==> src/rtl/atm_pkg.sv <==
// Shared definitions for the ATM event collector and its round-robin helpers.
package atm_pkg;
   localparam int unsigned NUM_CH = 4;
   localparam int unsigned CH_W   = 2;

   typedef enum logic {IDLE, PRESENT} state_e;
endpackage

==> src/rtl/mux4to1_event_collector_if.sv <==
// Delivery channel of the event collector: channel index S, valid F, consumer ACK.
interface mux4to1_event_collector_if;
   import atm_pkg::*;

   logic [CH_W-1:0] S;
   logic            F;
   logic            ACK;

   modport master (output S, output F, input ACK);
   modport slave  (input S, input F, output ACK);
endinterface

==> src/rtl/mux4to1_event_collector_rr_pick4.sv <==
// Combinational round-robin picker: first set request searching ptr, ptr+1, ... (mod 4).
module rr_pick4
   import atm_pkg::*;
(
   input  logic [NUM_CH-1:0] req_i,
   input  logic [CH_W-1:0]   ptr_i,
   output logic              any_o,
   output logic [CH_W-1:0]   idx_o
);
   logic [CH_W-1:0] cand;

   always_comb begin
      any_o = 1'b0;
      idx_o = '0;
      cand  = '0;
      for (int unsigned k = 0; k < NUM_CH; k++) begin
         cand = ptr_i + CH_W'(k);
         if (!any_o && req_i[cand]) begin
            any_o = 1'b1;
            idx_o = cand;
         end
      end
   end
endmodule

==> src/rtl/mux4to1_event_collector.sv <==
// Collects events from four channels into pending latches and delivers them one at a
// time on the S/F handshake, served round-robin.
module mux4to1_event_collector
   import atm_pkg::*;
#(
   parameter int unsigned EDGE_DETECT = 1,
   parameter int unsigned START_PTR   = 0
)
(
   input  logic              CLK,
   input  logic              RST,
   input  logic              Y0,
   input  logic              Y1,
   input  logic              Y2,
   input  logic              Y3,
   input  logic              CLR_OVF,
   output logic [NUM_CH-1:0] PEND,
   output logic [NUM_CH-1:0] OVF,
   mux4to1_event_collector_if.master dlv
);
   state_e            state_q, state_d;
   logic [CH_W-1:0]   s_q, s_d;
   logic [CH_W-1:0]   ptr_q, ptr_d;
   logic [NUM_CH-1:0] pend_q, pend_d;
   logic [NUM_CH-1:0] ovf_q, ovf_d;
   logic [NUM_CH-1:0] y_prev_q;
   logic [NUM_CH-1:0] y, ev, gnt;
   logic              pick_any;
   logic [CH_W-1:0]   pick_idx;

   assign y = {Y3, Y2, Y1, Y0};

   always_comb begin
      ev = (EDGE_DETECT != 0) ? (y & ~y_prev_q) : y;
   end

   rr_pick4 u_pick (
      .req_i (pend_q),
      .ptr_i (ptr_q),
      .any_o (pick_any),
      .idx_o (pick_idx)
   );

   always_comb begin
      state_d = state_q;
      s_d     = s_q;
      ptr_d   = ptr_q;
      gnt     = '0;
      case (state_q)
         IDLE: begin
            if (pick_any) begin
               s_d           = pick_idx;
               gnt[pick_idx] = 1'b1;
               state_d       = PRESENT;
            end
         end
         PRESENT: begin
            if (dlv.ACK) begin
               ptr_d   = s_q + 1'b1;
               state_d = IDLE;
            end
         end
      endcase
      // A new event beats the grant-clear; overflow only when the bit stays occupied.
      pend_d = (pend_q & ~gnt) | ev;
      ovf_d  = (CLR_OVF ? '0 : ovf_q) | (ev & pend_q & ~gnt);
   end

   always_ff @(posedge CLK) begin
      if (RST) begin
         state_q  <= IDLE;
         s_q      <= '0;
         ptr_q    <= CH_W'(START_PTR);
         pend_q   <= '0;
         ovf_q    <= '0;
         y_prev_q <= '1;
      end else begin
         state_q  <= state_d;
         s_q      <= s_d;
         ptr_q    <= ptr_d;
         pend_q   <= pend_d;
         ovf_q    <= ovf_d;
         y_prev_q <= y;
      end
   end

   assign dlv.S = s_q;
   assign dlv.F = (state_q == PRESENT);
   assign PEND  = pend_q;
   assign OVF   = ovf_q;
endmodule

==> src/flat_wrapper.sv <==
// flat-port wrapper written by rule: the top's interface ports become plain ports
module mux4to1_event_collector_flat import atm_pkg::*;
#(
   parameter int unsigned EDGE_DETECT = 1,
   parameter int unsigned START_PTR   = 0
)
  (CLK, RST, Y0, Y1, Y2, Y3, CLR_OVF, PEND, OVF, dlv_S, dlv_F, dlv_ACK);
  mux4to1_event_collector_if dlv_i ();
  input  logic CLK;
  input  logic RST;
  input  logic Y0;
  input  logic Y1;
  input  logic Y2;
  input  logic Y3;
  input  logic CLR_OVF;
  output logic [NUM_CH-1:0] PEND;
  output logic [NUM_CH-1:0] OVF;
  output wire logic [$bits(dlv_i.S)-1:0] dlv_S;
  output wire logic [$bits(dlv_i.F)-1:0] dlv_F;
  input wire logic [$bits(dlv_i.ACK)-1:0] dlv_ACK;
  assign dlv_S = dlv_i.S;
  assign dlv_F = dlv_i.F;
  assign dlv_i.ACK = dlv_ACK;
  mux4to1_event_collector #(.EDGE_DETECT(EDGE_DETECT), .START_PTR(START_PTR)) u_core (.CLK(CLK), .RST(RST), .Y0(Y0), .Y1(Y1), .Y2(Y2), .Y3(Y3), .CLR_OVF(CLR_OVF), .PEND(PEND), .OVF(OVF), .dlv(dlv_i));
endmodule
==> config.mk <==
export PLATFORM = sky130hd
export DESIGN_NAME = mux4to1_event_collector_flat
export DESIGN_NICKNAME = d
export VERILOG_FILES = /design/src/rtl/atm_pkg.sv /design/src/rtl/mux4to1_event_collector_if.sv /design/src/rtl/mux4to1_event_collector_rr_pick4.sv /design/src/rtl/mux4to1_event_collector.sv /design/src/flat_wrapper.sv
export SDC_FILE = /design/constraint.sdc
export NUM_CORES = 1
export LEC_CHECK = 0
export BUFFER_PORTS_ARGS = -buffer_cell sky130_fd_sc_hd__buf_2
export CAP_MARGIN = 20
export CORE_UTILIZATION = 25
export CTS_CLUSTER_SIZE = 14
export DETAILED_ROUTE_END_ITERATION = 12
export SYNTH_ARGS = -nofsm -noshare
export SYNTH_HDL_FRONTEND = slang
export SYNTH_HIERARCHICAL = 1
export SYNTH_SLANG_ARGS = --single-unit
==> constraint.sdc <==
create_clock -name CLK -period 3.6 [get_ports CLK]
set_input_delay 0 -clock CLK [delete_from_list [all_inputs] [get_ports CLK]]
set_output_delay 0 -clock CLK [all_outputs]
set_load 0.05 [all_outputs]
Yosys cells after proc, flatten, opt, wreduce, memory -nomap -nowiden --
Cells that the tools add are included. W data, S select, Z words.
Storage, ports and cells: output and inout bits 11, bits of input ports 8, flip-flop bits (word level) 17, logic and storage cells 58
Cells by class: bitwise operators 9, reductions and logical operators 9, muxes and demuxes 24, $add $sub $neg 4, order comparisons 6
Operators with widths (count):
- $and A4 B4 Y4 | 4
- $lt A2 B3 Y1 const B | 5
- $mux W4 | 3
- $mux W1 | 11
- $bmux W1 S2 | 4
- $mux W2 | 4
- $not A4 Y4 | 2
- $or A4 B4 Y4 | 2
- $add A2 B1 Y2 const B | 2
- $add A2 B2 Y2 const B | 2
- $logic_and A1 B1 Y1 | 4
- $reduce_and A2 Y1 | 2
- $logic_not A1 Y1 | 3
- $demux W1 S2 | 1
- $ge A2 B1 Y1 const B | 1
- $pmux W1 S2 | 1
- $not A1 Y1 | 1

Logic depth before layout (Yosys ltp) --
depth after elaboration 21, mapped depth 6, gate-level depth less buffers 6

Modules after synthesis --
The synthesis kept the hierarchy.
Modules (own cells, without submodules):
- mux4to1_event_collector | seq. area each 340.3 um^2, cells each 59, times used 1, area each 611.8 um^2
- rr_pick4 | seq. area each 0.0 um^2, cells each 15, times used 1, area each 77.6 um^2

Worst setup path after synthesis --
OpenSTA, ideal clock, no wires.
path kind register to register, start register u_core.pend_q[1] (netlist: u_core/PEND[1]), end register u_core.pend_q[1] (netlist: u_core/PEND[1]), data arrival time 1807 ps, slack 1671 ps, setup time 122 ps, stages on the path, launching flop included 7, buffers on the path 0, clock period less this slack 1929 ps, required time 3478 ps, cell sequence dfxtp_1 -> inv_1 -> a221o_1 -> a21oi_1 -> inv_1 -> nor3_2 -> o22ai_1
Between the ends: cells in the longest elaborated chain, start to end 21, elaborated cells between the ends (all ways) 32, those cells by class order compare: 2; mux: 20; bitwise: 3; reduce/logical: 7
Ends and longest elaborated chain:
- start: declaration | RTL line mux4to1_event_collector.sv:24 | logic [NUM_CH-1:0] pend_q, pend_d;
- start signal: assignment | RTL line mux4to1_event_collector.sv:81 | pend_q <= pend_d;
- $bmux W1 S2 | RTL line mux4to1_event_collector_rr_pick4.sv:18 | if (!any_o && req_i[cand]) begin
- $mux W1 (implied by the code) | RTL line mux4to1_event_collector_rr_pick4.sv:18
- $mux W1 | RTL line mux4to1_event_collector_rr_pick4.sv:18
- $logic_not A1 Y1 | RTL line mux4to1_event_collector_rr_pick4.sv:18
- $logic_and A1 B1 Y1 | RTL line mux4to1_event_collector_rr_pick4.sv:18
- $mux W1 | RTL line mux4to1_event_collector_rr_pick4.sv:18
- $logic_not A1 Y1 | RTL line mux4to1_event_collector_rr_pick4.sv:18
- $logic_and A1 B1 Y1 | RTL line mux4to1_event_collector_rr_pick4.sv:18
- [4 not listed]
- net u_core.pick_idx[0] | RTL line mux4to1_event_collector.sv:29 | logic [CH_W-1:0] pick_idx;
- [1 not listed]
- $logic_and A1 B1 Y1 (implied by the code) | RTL line mux4to1_event_collector.sv:53 | gnt[pick_idx] = 1'b1;
- $mux W1 (implied by the code) | RTL line mux4to1_event_collector.sv:53
- $demux W1 S2 (*)
- $mux W4 (*) | RTL line mux4to1_event_collector.sv:51 | if (pick_any) begin
- $mux W4 (*) | RTL line mux4to1_event_collector.sv:49 | case (state_q)
- $not A4 Y4 (*) | RTL line mux4to1_event_collector.sv:65 | pend_d = (pend_q & ~gnt) | ev;
- $and A4 B4 Y4 (*) | RTL line mux4to1_event_collector.sv:65
- $or A4 B4 Y4 (*) | RTL line mux4to1_event_collector.sv:65
Mark *: on every way through the listed nets, which the timed path passes. The rest lies on a longest branch. The select of a mux whose other input is x is not followed. A chain may end at the register's enable or synchronous reset.

Worst setup path after layout --
Ends and elaborated chain as after synthesis.

==> flow_summary.json <==
{
  "status": "finished clean",
  "die_area_um2": 2970,
  "numCtsBuffers": 3,
  "grt_max_degree": 16,
  "vias": 617,
  "syn-num-nets": 82,
  "dp_hpwl_um": 1060,
  "syn_area_um2": 689,
  "relSlewSlack_pct": 76.0,
  "worstMarginPinSlew_ns": 0.359,
  "rsz0062_at_grt": "no",
  "synth_cells": 74,
  "ant_nets": 0,
  "start_util_pct": 27.1,
  "crit_type": "reg2reg",
  "seq_area_frac_synth_pct": 49.4,
  "die_h_um": 54.5,
  "path_cells": "inv_1 -> a221o_1 -> a21oi_1 -> inv_1 -> nor3_2 -> o22ai_1",
  "layout_common_cells": "buf_2 (18), dfxtp_1 (17), a21oi_1 (7), nand2_1 (6), inv_1 (6)",
  "crit_top_cell": "inv_1",
  "core-area_um2": 2540,
  "layout.nets": 109,
  "drt_wl_total_um": 1480,
  "grt.total_usage_pct": 11.4,
  "drv_cap": 0,
  "min_path_cells": 4,
  "clockRootBuffer": "clkbuf_4",
  "fin_skew_ns": 0.00216,
  "cp_max_fo": 5,
  "cts_buffer_depth": 2,
  "leakagePower_nw": 0.359,
  "layout_commonest_cell": "buf_2",
  "routedWlPerCell_um": 11.3,
  "yosys_warnings": 6,
  "required_ns": 3.77,
  "rows": 18,
  "hold_viol_final": 0,
  "synthToLayoutAreaGrowth_pct": 28.9,
  "place.gp.congestion": 0.783,
  "post-route-period-util_pct": 47.6,
  "avgViaCountPerCell": 4.75,
  "die_w_um": 54.5,
  "reg2reg_depth": 6,
  "postCtsSetupBuffers": 0,
  "min_period_ns": 1.71,
  "grt_pass1_wl_um": 2350,
  "ys_seq_elements": 17,
  "tns_ns": 0,
  "ioPinCount": 19,
  "critPathSlowestCell": "dfxtp_1",
  "drtIter0Drc": 7,
  "setup_viol": 0,
  "cts_tree": "yes",
  "drive_gt1_share_pct": 31.0,
  "hp-class": "in2reg",
  "diodes": 0,
  "cts_max_level": 1,
  "p_per_area_nw_per_um2": 442,
  "grt_antenna_before_repair": 0,
  "worst_setup_path_start_kind": "register",
  "firstDrtPassIters": 4,
  "remaining_drc_errors": 0,
  "syn_avg_cell_area_um2": 9.32,
  "clk_pin_slew_ns": 0.09,
  "synth_area_leaders": "dfxtp_1 (49%), a21oi_1 (5.1%), nand2b_1 (4.5%)",
  "crit_path_end_kind": "register",
  "max_freq_mhz": 584,
  "vdd_drop_max_mv": 0.198,
  "cp.arrival_ns": 1.88,
  "port_buffers": 18,
  "slowest_delay_ns": 0.40,
  "clock_sinks": 17,
  "yosys.area.top_type_share_pct": 49.4,
  "worstSkewPairLatency_ns": 0.28,
  "yosys.cell_types.count": 26,
  "grt_pass1_vias": 543,
  "finalMaxSlewViolations": 0,
  "grt-ovfl-total": 0,
  "utilization_pct": 34.9,
  "synth_area_leader_cell": "dfxtp_1"
}
-- path summary, 6_finish.rpt --
| path | slack, ns | from | end |
|---|---|---|---|
| max | 1.89 | u_core/PEND[1]$_SDFF_PP0_ | u_core/PEND[1]$_SDFF_PP0_ |
| min | 0.03 | CLR_OVF | u_core/OVF[2]$_SDFF_PP0_ |
| min reg2reg | 0.46 | u_core/OVF[2]$_SDFF_PP0_ | u_core/OVF[2]$_SDFF_PP0_ |
| max reg2reg | 1.89 | u_core/PEND[1]$_SDFF_PP0_ | u_core/PEND[1]$_SDFF_PP0_ |
-- cells by family after synthesis --
family          Yosys count  synth area share (%)
buf+inv                   8                  4.54
flops                    17                  49.4
compound gates           24                  24.5
xor+xnor                  1                  1.27
mux                       1                  1.45
simple gates             23                  18.9
-- metal layers --
layer	vias to the layer above	GRT usage, %	part of all wire [%]
li1	314	-	-
met1	289	13.1	46
met2	12	19.1	51
met3	2	1.67	2.6
met4	0	7.69	0.41
met5	-	0	0
-- where the power goes --
| group | leakage (nW) | total, mW | switching [mW] | internal [mW] |
|---|---|---|---|---|
| sequential | 0.139 | 0.211 | 0.0119 | 0.199 |
| combinational | 0.204 | 0.0809 | 0.0518 | 0.0291 |
| clock | 0.0150 | 0.101 | 0.0582 | 0.0430 |
| total | 0.359 | 0.393 | 0.122 | 0.271 |
-- worst max-delay path: cells and delay by family (launching register included) --
family	cells	cell delay, ns
compound gates	3	0.77
buf+inv	2	0.19
flops	1	0.40
simple gates	1	0.23
-- registers in the layout (all words and copies together) (netlist names) --
name and flops:
u_core/ptr_q 2, u_core/dlv.S 2, u_core/y_prev_q 4, u_core/PEND 4, u_core/dlv.F 1, u_core/OVF 4
-- synthesized netlist by cell type (all sizes together) --
library cell	count
o31ai	1
nand2	6
inv	7
o221ai	1
buf	1
or2	4
nor3	1
mux2i	1
o21ai	7
nand3	1
dfxtp	17
o311ai	1
a311oi	2
nor2	4
a21oi	7
a211oi	1
o22ai	1
xnor2	1
nand3b	1
a221o	1
o211ai	2
nand2b	6
-- layout make-up --
cell class                      count  area, um^2
Multi-Input combinational cell     49         318
Clock buffer                        4        26.3
Timing Repair Buffer               23         140
Inverter                            7        26.3
Sequential cell                    17         340
Fill cell                         268        1660
Tap cell                           30        37.5
-- metrics by stage --
stage          power [mW]  instances  setup slack, ns  hold WS [ns]  area (um^2)
6_report            0.393        130             1.89        0.0256          888
3_3_place_gp        0.290        121             1.94         0.202          812
3_5_place_dp        0.291        121             1.91         0.209          812
2_1_floorplan       0.272         74             1.67         0.100          689
5_1_grt             0.413        130             1.73        0.0407          888
4_1_cts             0.397        130             1.89        0.0151          888
-- what timing repair did --
action / 4_1_cts / 5_1_grt
hold endpoints to repair: 13 / 0
hold buffers: 5 / 0
resized for setup: 0 / 0
(Power assumes the default switching activity.)
